$ cat src/rtl/a2d_intf_pkg.sv
// Shared types and constants for the A2D SPI conversion interface.
package a2d_intf_pkg;

  typedef enum logic [1:0] {
    IDLE = 2'd0,
    FRM1 = 2'd1,
    GAP  = 2'd2,
    FRM2 = 2'd3
  } state_t;

  localparam logic [4:0] SCLK_DIV_LOAD = 5'b10111;
  localparam logic [4:0] SCLK_DIV_END  = 5'b11110;
  localparam int         FRAME_BITS    = 16;
  localparam int         GAP_CLKS      = 32;

  // Command word sent to the ADC: channel sits in bits [13:11].
  function automatic logic [15:0] a2d_cmd(input logic [2:0] chnnl);
    return {2'b00, chnnl, 11'h000};
  endfunction

endpackage

$ cat src/rtl/a2d_intf_if.sv
// Host request/result signals plus the SPI pins of the A2D interface.
interface a2d_intf_if;
  logic        strt_cnv;
  logic [2:0]  chnnl;
  logic        cnv_cmplt;
  logic [11:0] res;
  logic        a2d_SS_n;
  logic        SCLK;
  logic        MOSI;
  logic        MISO;

  modport slave (
    input  strt_cnv, chnnl, MISO,
    output cnv_cmplt, res, a2d_SS_n, SCLK, MOSI
  );

  modport master (
    output strt_cnv, chnnl, MISO,
    input  cnv_cmplt, res, a2d_SS_n, SCLK, MOSI
  );
endinterface

$ cat src/rtl/a2d_intf_spi_mstr16.sv
// Single 16-bit SPI frame engine: SCLK = clk/32 from a 5-bit divider, idle high,
// MOSI shifted on falling SCLK, MISO captured on rising SCLK.
module spi_mstr16
  import a2d_intf_pkg::*;
(
  input  logic        clk,
  input  logic        rst_n,
  input  logic        start,
  input  logic [15:0] tx_word,
  output logic        done,
  output logic [15:0] rx_word,
  output logic        ss_n,
  output logic        sclk,
  output logic        mosi,
  input  logic        miso
);

  logic        ss_n_q;
  logic [4:0]  div;
  logic [4:0]  rise_cnt;
  logic [15:0] tx_sh;
  logic [15:0] rx_sh;
  logic        active;
  logic        rise_now;
  logic        fall_now;

  assign active   = ~ss_n_q;
  assign rise_now = active && (div == 5'b01111);
  assign fall_now = active && (div == 5'b11111);
  // Frame ends once all bits are clocked and SCLK has sat high for the tail.
  assign done     = active && (rise_cnt == 5'(FRAME_BITS)) && (div == SCLK_DIV_END);

  always_ff @(posedge clk or negedge rst_n) begin
    if (!rst_n) begin
      ss_n_q   <= 1'b1;
      div      <= '0;
      rise_cnt <= '0;
      tx_sh    <= '0;
      rx_sh    <= '0;
    end else if (start && !active) begin
      ss_n_q   <= 1'b0;
      div      <= SCLK_DIV_LOAD;
      rise_cnt <= '0;
      tx_sh    <= tx_word;
    end else if (active) begin
      if (done) ss_n_q <= 1'b1;
      else      div    <= div + 5'd1;
      if (rise_now) begin
        rx_sh    <= {rx_sh[14:0], miso};
        rise_cnt <= rise_cnt + 5'd1;
      end
      // The first fall precedes any rise, so bit 15 must stay on MOSI through it.
      if (fall_now && (rise_cnt != 5'd0))
        tx_sh <= {tx_sh[14:0], 1'b0};
    end
  end

  assign ss_n    = ss_n_q;
  assign sclk    = ss_n_q | div[4];
  assign mosi    = active & tx_sh[15];
  assign rx_word = rx_sh;

endmodule

$ cat src/rtl/a2d_intf.sv
// A2D conversion sequencer: command frame, 32-clk gap, result frame, then
// publishes the 12-bit result with cnv_cmplt.
module a2d_intf
  import a2d_intf_pkg::*;
(
  input  logic          clk,
  input  logic          rst_n,
  a2d_intf_if.slave     bus
);

  state_t      state, nxt_state;
  logic [2:0]  chnnl_q;
  logic [4:0]  gap_cnt;
  logic        cnv_cmplt_q;
  logic [11:0] res_q;
  logic        accept;
  logic        spi_start;
  logic        spi_done;
  logic [15:0] rx_word;
  logic [2:0]  tx_chnnl;
  logic        rx_hi_unused;

  // On the accept cycle the channel register is not yet loaded, so use the input.
  assign tx_chnnl     = (state == IDLE) ? bus.chnnl : chnnl_q;
  assign rx_hi_unused = ^rx_word[15:12];

  spi_mstr16 u_spi (
    .clk     (clk),
    .rst_n   (rst_n),
    .start   (spi_start),
    .tx_word (a2d_cmd(tx_chnnl)),
    .done    (spi_done),
    .rx_word (rx_word),
    .ss_n    (bus.a2d_SS_n),
    .sclk    (bus.SCLK),
    .mosi    (bus.MOSI),
    .miso    (bus.MISO)
  );

  always_comb begin
    nxt_state = state;
    accept    = 1'b0;
    spi_start = 1'b0;
    case (state)
      IDLE: if (bus.strt_cnv) begin
        nxt_state = FRM1;
        accept    = 1'b1;
        spi_start = 1'b1;
      end
      FRM1: if (spi_done) nxt_state = GAP;
      GAP:  if (gap_cnt == 5'(GAP_CLKS - 1)) begin
        nxt_state = FRM2;
        spi_start = 1'b1;
      end
      FRM2: if (spi_done) nxt_state = IDLE;
      default: nxt_state = IDLE;
    endcase
  end

  always_ff @(posedge clk or negedge rst_n) begin
    if (!rst_n) begin
      state       <= IDLE;
      chnnl_q     <= '0;
      gap_cnt     <= '0;
      cnv_cmplt_q <= 1'b0;
      res_q       <= '0;
    end else begin
      state   <= nxt_state;
      gap_cnt <= (state == GAP) ? gap_cnt + 5'd1 : 5'd0;
      if (accept) begin
        chnnl_q     <= bus.chnnl;
        cnv_cmplt_q <= 1'b0;
      end
      // Only the second frame carries the conversion; frame-1 data is dropped.
      if ((state == FRM2) && spi_done) begin
        res_q       <= rx_word[11:0];
        cnv_cmplt_q <= 1'b1;
      end
    end
  end

  assign bus.cnv_cmplt = cnv_cmplt_q;
  assign bus.res       = res_q;

endmodule

$ cat src/flat_wrapper.sv
// flat-port wrapper written by rule: the top's interface ports become plain ports
module a2d_intf_flat import a2d_intf_pkg::*;
  (clk, rst_n, bus_strt_cnv, bus_chnnl, bus_MISO, bus_cnv_cmplt, bus_res, bus_a2d_SS_n, bus_SCLK, bus_MOSI);
  a2d_intf_if bus_i ();
  input  logic clk;
  input  logic rst_n;
  input wire logic [$bits(bus_i.strt_cnv)-1:0] bus_strt_cnv;
  input wire logic [$bits(bus_i.chnnl)-1:0] bus_chnnl;
  input wire logic [$bits(bus_i.MISO)-1:0] bus_MISO;
  output wire logic [$bits(bus_i.cnv_cmplt)-1:0] bus_cnv_cmplt;
  output wire logic [$bits(bus_i.res)-1:0] bus_res;
  output wire logic [$bits(bus_i.a2d_SS_n)-1:0] bus_a2d_SS_n;
  output wire logic [$bits(bus_i.SCLK)-1:0] bus_SCLK;
  output wire logic [$bits(bus_i.MOSI)-1:0] bus_MOSI;
  assign bus_i.strt_cnv = bus_strt_cnv;
  assign bus_i.chnnl = bus_chnnl;
  assign bus_i.MISO = bus_MISO;
  assign bus_cnv_cmplt = bus_i.cnv_cmplt;
  assign bus_res = bus_i.res;
  assign bus_a2d_SS_n = bus_i.a2d_SS_n;
  assign bus_SCLK = bus_i.SCLK;
  assign bus_MOSI = bus_i.MOSI;
  a2d_intf u_core (.clk(clk), .rst_n(rst_n), .bus(bus_i));
endmodule
$ cat config.mk
export PLATFORM = sky130hd
export DESIGN_NAME = a2d_intf_flat
export DESIGN_NICKNAME = d
export VERILOG_FILES = /design/src/rtl/a2d_intf_pkg.sv /design/src/rtl/a2d_intf_if.sv /design/src/rtl/a2d_intf_spi_mstr16.sv /design/src/rtl/a2d_intf.sv /design/src/flat_wrapper.sv
export SDC_FILE = /design/constraint.sdc
export NUM_CORES = 1
export LEC_CHECK = 0
export ABC_CLOCK_PERIOD_IN_PS = 2300
export BUFFER_PORTS_ARGS = -buffer_cell sky130_fd_sc_hd__buf_4
export CORE_UTILIZATION = 35
export DETAILED_ROUTE_END_ITERATION = 8
export PLACE_DENSITY_LB_ADDON = 0.05
export RECOVER_POWER = 100
export SLEW_MARGIN = 20
export SYNTH_ARGS = -nofsm -noshare
export SYNTH_HDL_FRONTEND = slang
export SYNTH_SLANG_ARGS = --single-unit
export TNS_END_PERCENT = 30
$ cat constraint.sdc
create_clock -name clk -period 2.3 [get_ports clk]
set_input_delay 0.115 -clock clk [delete_from_list [all_inputs] [get_ports clk]]
set_output_delay 0.115 -clock clk [all_outputs]
set_load 0.005 [all_outputs]
# == After elaboration in Yosys (flattened, before gate mapping) ==
# Cells that the tools add are included.
# Widths: inputs -> output; s select.
# word_totals
regBits,62
elab_cells,73
# classes
n_addsub,3
eq_ne,14
muxes,25
bitwise_logic,4
n_reduce_logical,17
# op_table
cell,count
$mux 16,3
$mux 5,7
$eq 5x5->1 const B,4
$add 5x1->5 const B,3
$mux 1,8
$mux 2,4
$ne 2x1->1 const B,4
$pmux 2 s4,1
$logic_and 1x1->1,7
$reduce_and 2->1,3
$reduce_bool 2->1,3
$eq 5x4->1 const B,1
$reduce_bool 5->1,1
$eq 2x2->1 const B,2
$ne 2x2->1 const B,2
$reduce_and 4->1,1
$mux 3,1
$reduce_and 3->1,1
$eq 2x1->1 const B,1
$logic_not 2->1,1
$not 1->1,2
$pmux 1 s2,1
$and 1x1->1,1
$or 1x1->1,1

# == Logic depth before layout (Yosys ltp) ==
# Gate-level depths: netlist of the first run.
# depth
word_depth,6
depth_mapped,9

# == Modules after synthesis ==
# A second synthesis of the first run with hierarchy kept.
# hier_totals
hier_cells,260
area_unflattened_um2,3195.6
# modules_own_cells
mod,instances,cells_each,area_per_inst_um2
spi_mstr16,1,187,2127.0
a2d_intf,1,73,1068.5

# == Worst setup path after synthesis of the first run ==
# OpenSTA, ideal clock, no wires.
# synth_timing
kind,register to register
start,register u_core.u_spi.rise_cnt[0]
end,register u_core.state[1]
setup_time_ns,0.125
arrival_time_ns,1.997
required_ns,2.175
path_slack_ns,0.179
stages_incl_launch_ff,7
n_path_buf,0
path_cell_list,dfrtp_1 -> inv_1 -> ha_1 -> or3b_4 -> nor4_4 -> o221a_2 -> mux2_2
# synth_via
elab_chain_len,5
# synth_rtl
item,line_no,source
from (decl),a2d_intf_spi_mstr16.sv:20,logic [4:0] rise_cnt;
from (signal assigned),a2d_intf_spi_mstr16.sv:50,rise_cnt <= rise_cnt + 5'd1;
$eq 5x5->1 (*),a2d_intf_spi_mstr16.sv:31,assign done = active && (rise_cnt == 5'(FRAME_BITS)) && (div == SCLK_DIV_END);
$logic_and 1x1->1 (*) (2 in a row),a2d_intf_spi_mstr16.sv:31,
$ne 2x1->1 (no line),--,
$reduce_and 4->1 (no line) (*),--,
to (signal assigned),a2d_intf.sv:68,state <= nxt_state;
to (decl),a2d_intf.sv:11,"state_t state, nxt_state;"
# Mark *: on every way between the ends. The rest lies on a longest branch, timed or not.
# A chain may end at the register's enable or synchronous reset.

# == Worst setup path after layout of the first run ==
# layout_timing
start,register u_core.u_spi.rise_cnt[1]
end,register u_core.state[1]
# The elaborated chain is that of the path after synthesis.

==> reports/results.ini, run 1 <==
[setup_path]
required_ns=2.50
r2r_slack_ns=0.17
crit_type=flop to flop
cp_top_family=simple AND/OR/NAND/NOR gates
r2r_end=u_core.state[1]$_DFFE_PN0P_
cp-start-kind=flop
path_max_fanout=4
slowest_delay_ns=0.42
slowest_stage=dfrtp_1
crit_buf_inv=1
r2r_cells=6
end_kind=flop
arrival_ns=2.32
r2r-start=u_core.u_spi.rise_cnt[1]$_DFFE_PN0P_
crit_path_cell_trace=inv_1 > ha_1 > or3b_1 > nor4_4 > o221a_2 > mux2_2

[timing]
finalMaxSlewViolations=0
rsz0062_at_grt=no
final_hold_viol_count=0
fmax_ghz=0.470
worst_pin_slew_ns=1.28
hold_slack_ns=0.0444
tns_ns=0
clock_skew_ns=0.00657
setup_viol=0
min_period_ns=2.13
relSlewSlack=0.144
fin_crit_sh=0.925

[route]
antenna_left=0
dr.pass1.iters=2
wl_per_cell_um=15.0
drc_errors=0
vias=1425
drt_iter0_markers=87
drt-vias-per-instance=4.91
routed_wl_um=4340

[cells_and_area]
antenna_cells=0
areaGrowthSynthToFinish_pct=13.0
final_cell_mix=dfrtp_1 (50), nand2_1 (21), mux2_2 (19), ha_1 (13), clkbuf_4 (13)
multi_input_comb_area_um2=955
seqCellArea_um2=1280
fillers=628
post-route-util=0.413
nNetsFinal=232
drive_gt1_frac=0.244
final_common_cell=dfrtp_1
final_cell_count_no_fill=290

[placed_design]
dp.cells=281
port_buffers=22
place.gp.congestion=0.784
dp_hpwl_um=3050

[logic_synthesis]
yosys-top-cells-area=dfrtp_1 (54%), mux2_2 (9.2%), ha_1 (7.0%)
synth_area_um2=2330
syn-instance-count=186
synth-warning-count=0
syn-num-nets=206
synth_top_cell_area_share=0.536
yosysTopAreaCell=dfrtp_1
avgSynthCellArea_um2=12.5
ys_seq_elements=51
synth-seq-area-share=0.547
yosysUniqueCellTypes=34

[power]
swShare=0.344
power_frac_comb=0.298
intPower_mw=1.75
power_density_nw_per_um2=1010
p_total_mw=2.66
switchingPower_mw=0.916
seqPwrFrac=0.497
ir_worst_vdd_uv=335
cellLeakagePower_nw=1.33
clkPwrFrac=0.205

[clocking]
clock_path_buffers=2
cts_sinks=51
cts_buffers=5
cts_root_buf=clkbuf_8
cts_tree=built
clkTransAtPathRegs_ns=0.09
h-tree-depth=2
cts_resized=0
insertion_delay_ns=0.30

[floorplanning]
die_w_um=83.7
fp.dieH_um=83.7
core-area_um2=6390
num_rows=29
initial_utilization=0.365
die_area_um2=7000
num_io_pins=23

[grt]
grt_max_degree=52
antenna_found_initial=0
grt_overflow=0
grt_pass1_wl_um=7680
grt_usage=0.138
first_global_vias=1588

[min_path]
hold_path_depth=2
holdPathEnd=u_core.u_spi.rx_word[0]$_DFFE_PN0P_
worstHoldStart=bus_MISO
hold_class=primary input to flop

[run]
max_cap_violations=0

[status]
status=finished clean

-- routing by layer --
layer	GRT usage	wire length (um)
met1	0.180	2040
met2	0.220	2140
met3	0.0257	92
met4	0.0647	70
met5	0	0
-- how the worst max path moves through the flow --
stage                                               from                                   end  slack, ns  cells after the start
finish              u_core.u_spi.rise_cnt[1]$_DFFE_PN0P_           u_core.state[1]$_DFFE_PN0P_       0.17                      6
global route             u_core.u_spi.div[1]$_DFFE_PN0P_  u_core.u_spi.rise_cnt[4]$_DFFE_PN0P_       0.05                      8
CTS                 u_core.u_spi.rise_cnt[1]$_DFFE_PN0P_           u_core.state[1]$_DFFE_PN0P_       0.18                      6
detailed placement  u_core.u_spi.rise_cnt[0]$_DFFE_PN0P_           u_core.state[1]$_DFFE_PN0P_       0.20                      6
global placement    u_core.u_spi.rise_cnt[0]$_DFFE_PN0P_           u_core.state[1]$_DFFE_PN0P_       0.26                      6
floorplan           u_core.u_spi.rise_cnt[0]$_DFFE_PN0P_           u_core.state[1]$_DFFE_PN0P_       0.18                      6
-- cell type report --
type / instances / share of cell area
Clock buffer: 6 / 0.0313
Clock inverter: 2 / 0.00522
Inverter: 9 / 0.0128
Multi-Input combinational cell: 120 / 0.362
Sequential cell: 51 / 0.485
Tap cell: 77 / 0.0365
Timing Repair Buffer: 25 / 0.0674
-- per-stage QoR --
stage          instance area [um2]  setup WS, ns
6_report                      2640         0.173
3_5_place_dp                  2580         0.199
5_1_grt                       2640        0.0513
2_1_floorplan                 2330         0.179
3_3_place_gp                  2580         0.256
4_1_cts                       2690         0.176
-- power groups by stage --
| stage | clock [mW] | sequential (mW) | combinational [mW] |
|---|---|---|---|
| final | 0.546 | 1.33 | 0.793 |
| after global routing | 0.606 | 1.36 | 0.923 |
| after CTS | 0.574 | 1.33 | 0.838 |
| after detailed placement | 0 | 1.35 | 0.830 |
| after global placement | 0 | 1.33 | 0.791 |
| after floorplan | 0 | 1.27 | 0.634 |
-- cell families (layout without fill, tap and decap cells) --
family	Yosys count	in the layout	share of synthesized area
AO/OA/AOI/OAI	20	20	0.0595
XOR/XNOR	5	5	0.0188
AND/OR/NAND/NOR	50	50	0.110
multiplexers	32	32	0.167
flip-flops	51	51	0.547
adder cells (fa/ha/maj)	13	13	0.0697
buffers and inverters	15	42	0.0279
-- repair_timing --
item	in CTS	in global routing
hold endpoints to repair	50	0
hold buffers	1	0
buffers inserted	0	0
-- synth_stat cells (all sizes together) --
library cell	n
and2	3
nor2b	2
clkbuf	4
a22o	1
buf	2
and4b	1
o21ai	9
nand4	3
or3b	1
o32a	2
xnor2	2
o221ai	2
ha	13
nor4	1
a21oi	1
nor2	12
o21bai	1
o31ai	1
dfstp	1
o221a	1
nand2	22
xor2	3
dfrtp	50
mux2	28
mux2i	4
o211a	1
and3	2
nand3	2
nand2b	1
o22ai	1
inv	9
-- registers in the layout, summed over array words and instances (netlist names) --
signal and count:
u_core.bus.cnv_cmplt 1, u_core.bus.res 12, u_core.chnnl_q 3, u_core.gap_cnt 5, u_core.state 2, u_core.u_spi.div 5, u_core.u_spi.rise_cnt 5, u_core.u_spi.rx_word 12
u_core.u_spi.ss_n 1, u_core.u_spi.tx_sh 5
-- worst register-to-register path: stages (launching register included) --
cell and delay, ns:
dfrtp_1 0.42, inv_1 0.09, ha_1 0.13, or3b_1 0.40, nor4_4 0.37, o221a_2 0.28, mux2_2 0.33
(Power assumes the default switching activity.)
==> run 2, diff against run 1 <==
Settings changed: CTS_BUF_LIST set to sky130_fd_sc_hd__clkbuf_16, CTS_CLUSTER_DIAMETER set to 120, PLACE_DENSITY set to 0.66, PLACE_DENSITY_LB_ADDON 0.05 to not set.
==> run 2 against run 1 <==
Total power grew 11%. Setup slack gained 0.028 ns. Clock power grew 55%. Cell area grew 3.2%. Fmax grew 1.3%. Sequential share of layout area shrank 1.5 points. Flip-flop and latch count is the same. Clock-buffer cell count shrank 1. Utilization grew 1.3 points. Non-clock buffer count is the same. Critical path depth grew 1. Critical path type unchanged.
==> reports/results.ini, run 2 (same netlist as run 1, synthesis figures left out) <==
[status]
status=finished clean  ; unchanged

[setup_path]
path_max_fanout=6  ; was 4
end_kind=flop  ; unchanged
required_ns=2.46  ; was 2.50 ns
r2r_slack_ns=0.20  ; was 0.17 ns
cp-start-kind=flop  ; unchanged
arrival_ns=2.26  ; was 2.32 ns
crit_type=flop to flop  ; unchanged

[power]
cellLeakagePower_nw=1.36  ; was 1.33 nW
power_density_nw_per_um2=1090  ; was 1010 nW/um2
ir_worst_vdd_uv=482  ; was 335 uV

[timing]
rsz0062_at_grt=no  ; unchanged
finalMaxSlewViolations=0  ; unchanged
fin_crit_sh=0.913  ; was 0.925
tns_ns=0  ; unchanged
relSlewSlack=0.181  ; was 0.144
min_period_ns=2.10  ; was 2.13 ns
fmax_ghz=0.476  ; was 0.470 GHz
worst_pin_slew_ns=1.23  ; was 1.28 ns
final_hold_viol_count=0  ; unchanged
clock_skew_ns=0.00521  ; was 0.00657 ns
setup_viol=0  ; unchanged

[cells_and_area]
areaGrowthSynthToFinish_pct=16.6  ; was 13.0%
drive_gt1_frac=0.254  ; was 0.244
post-route-util=0.426  ; was 0.413
fillers=609  ; was 628
antenna_cells=0  ; unchanged
final_cell_mix=dfrtp_1 (50), nand2_1 (21), mux2_2 (19), clkbuf_4 (15), ha_1 (13)  ; was dfrtp_1 (50), nand2_1 (21), mux2_2 (19), ha_1 (13), clkbuf_4 (13)
final_common_cell=dfrtp_1  ; unchanged
nNetsFinal=232  ; unchanged

[route]
wl_per_cell_um=13.6  ; was 15.0 um
drt_iter0_markers=96  ; was 87
antenna_left=0  ; unchanged
drt-vias-per-instance=4.87  ; was 4.91
drc_errors=0  ; unchanged
vias=1413  ; was 1425
routed_wl_um=3940  ; was 4340 um
dr.pass1.iters=4  ; was 2

[clocking]
cts_resized=0  ; unchanged
clock_path_buffers=2  ; unchanged
cts_root_buf=clkbuf_16  ; was clkbuf_8
clkTransAtPathRegs_ns=0.07  ; was 0.09 ns
cts_sinks=51  ; unchanged
h-tree-depth=2  ; unchanged
insertion_delay_ns=0.29  ; was 0.30 ns
cts_buffers=5  ; unchanged
cts_tree=built  ; unchanged

[min_path]
hold_class=primary input to flop  ; unchanged

[run]
max_cap_violations=0  ; unchanged

[grt]
antenna_found_initial=0  ; unchanged
grt_usage=0.127  ; was 0.138
grt_max_degree=52  ; unchanged
first_global_vias=1439  ; was 1588
grt_overflow=0  ; unchanged
grt_pass1_wl_um=7020  ; was 7680 um

[floorplanning]
core-area_um2=6390  ; unchanged
die_w_um=83.7  ; unchanged
fp.dieH_um=83.7  ; unchanged
die_area_um2=7000  ; unchanged
initial_utilization=0.365  ; unchanged
num_io_pins=23  ; unchanged
num_rows=29  ; unchanged

[placed_design]
port_buffers=22  ; unchanged
place.gp.congestion=0.724  ; was 0.784
dp_hpwl_um=2730  ; was 3050 um

run 2: where the power goes:
group | internal, mW | switching, mW | total, mW
combinational | 0.399 | 0.403 | 0.803
clock | 0.517 | 0.327 | 0.844
sequential | 1.12 | 0.202 | 1.32
total | 2.03 | 0.932 | 2.97
run 2: routing by layer:
metal	routed length, um	share of wire	up-vias	global-route usage
li1	-	-	693	-
met1	1900	0.48	696	0.176
met2	1880	0.48	20	0.197
met3	116	0.029	4	0.0287
met4	44	0.011	0	0.0447
met5	0	0	-	0
run 2: path summary, 6_finish.rpt:
path / depth (start not counted) / end / startpoint
max: 7 / u_core.u_spi.div[0]$_DFFE_PN0P_ / u_core.u_spi.rise_cnt[0]$_DFFE_PN0P_
min: 2 / u_core.u_spi.rx_word[0]$_DFFE_PN0P_ / bus_MISO
max reg2reg: 7 / u_core.u_spi.div[0]$_DFFE_PN0P_ / u_core.u_spi.rise_cnt[0]$_DFFE_PN0P_
min reg2reg: 1 / u_core.gap_cnt[0]$_DFF_PN0_ / u_core.gap_cnt[0]$_DFF_PN0_
max in group asynchronous: 2 / u_core.u_spi.tx_sh[15]$_DFFE_PN0P_ / rst_n
min in group asynchronous: 2 / u_core.bus.res[6]$_DFFE_PN0P_ / rst_n
run 2: repair_timing:
action,4_1_cts,5_1_grt
hold endpoints to repair,50,0
hold buffers,1,0
setup buffers,0,0
run 2: area by class of cell:
type	count	area (um2)	area share
sequential	51	1280	0.470
clock buffer	5	125	0.0460
tap	77	96.3	0.0354
clock inverter	3	46.3	0.0170
multi-input combinational	120	957	0.352
timing repair buffer	25	184	0.0676
inverter	9	33.8	0.0124
run 2: metrics by stage:
step	total power, mW	cell area [um2]	std cells	setup WS, ns	hold WS [ns]
after detailed placement	2.14	2580	281	0.209	0.182
after CTS	3.01	2760	290	0.182	0.0512
after global routing	3.19	2720	290	0.0696	0.0478
after floorplan	1.90	2330	186	0.179	-0.181
final	2.97	2720	290	0.201	0.0553
after global placement	2.12	2580	281	0.255	0.181
run 2: critical path, cell delays in order, from the launching register on:
cell and delay (ns):
dfrtp_1 0.43, inv_1 0.08, ha_1 0.13, or3b_4 0.39
nor4_4 0.35, clkbuf_1 0.31, o21bai_1 0.18, o21ai_0 0.10
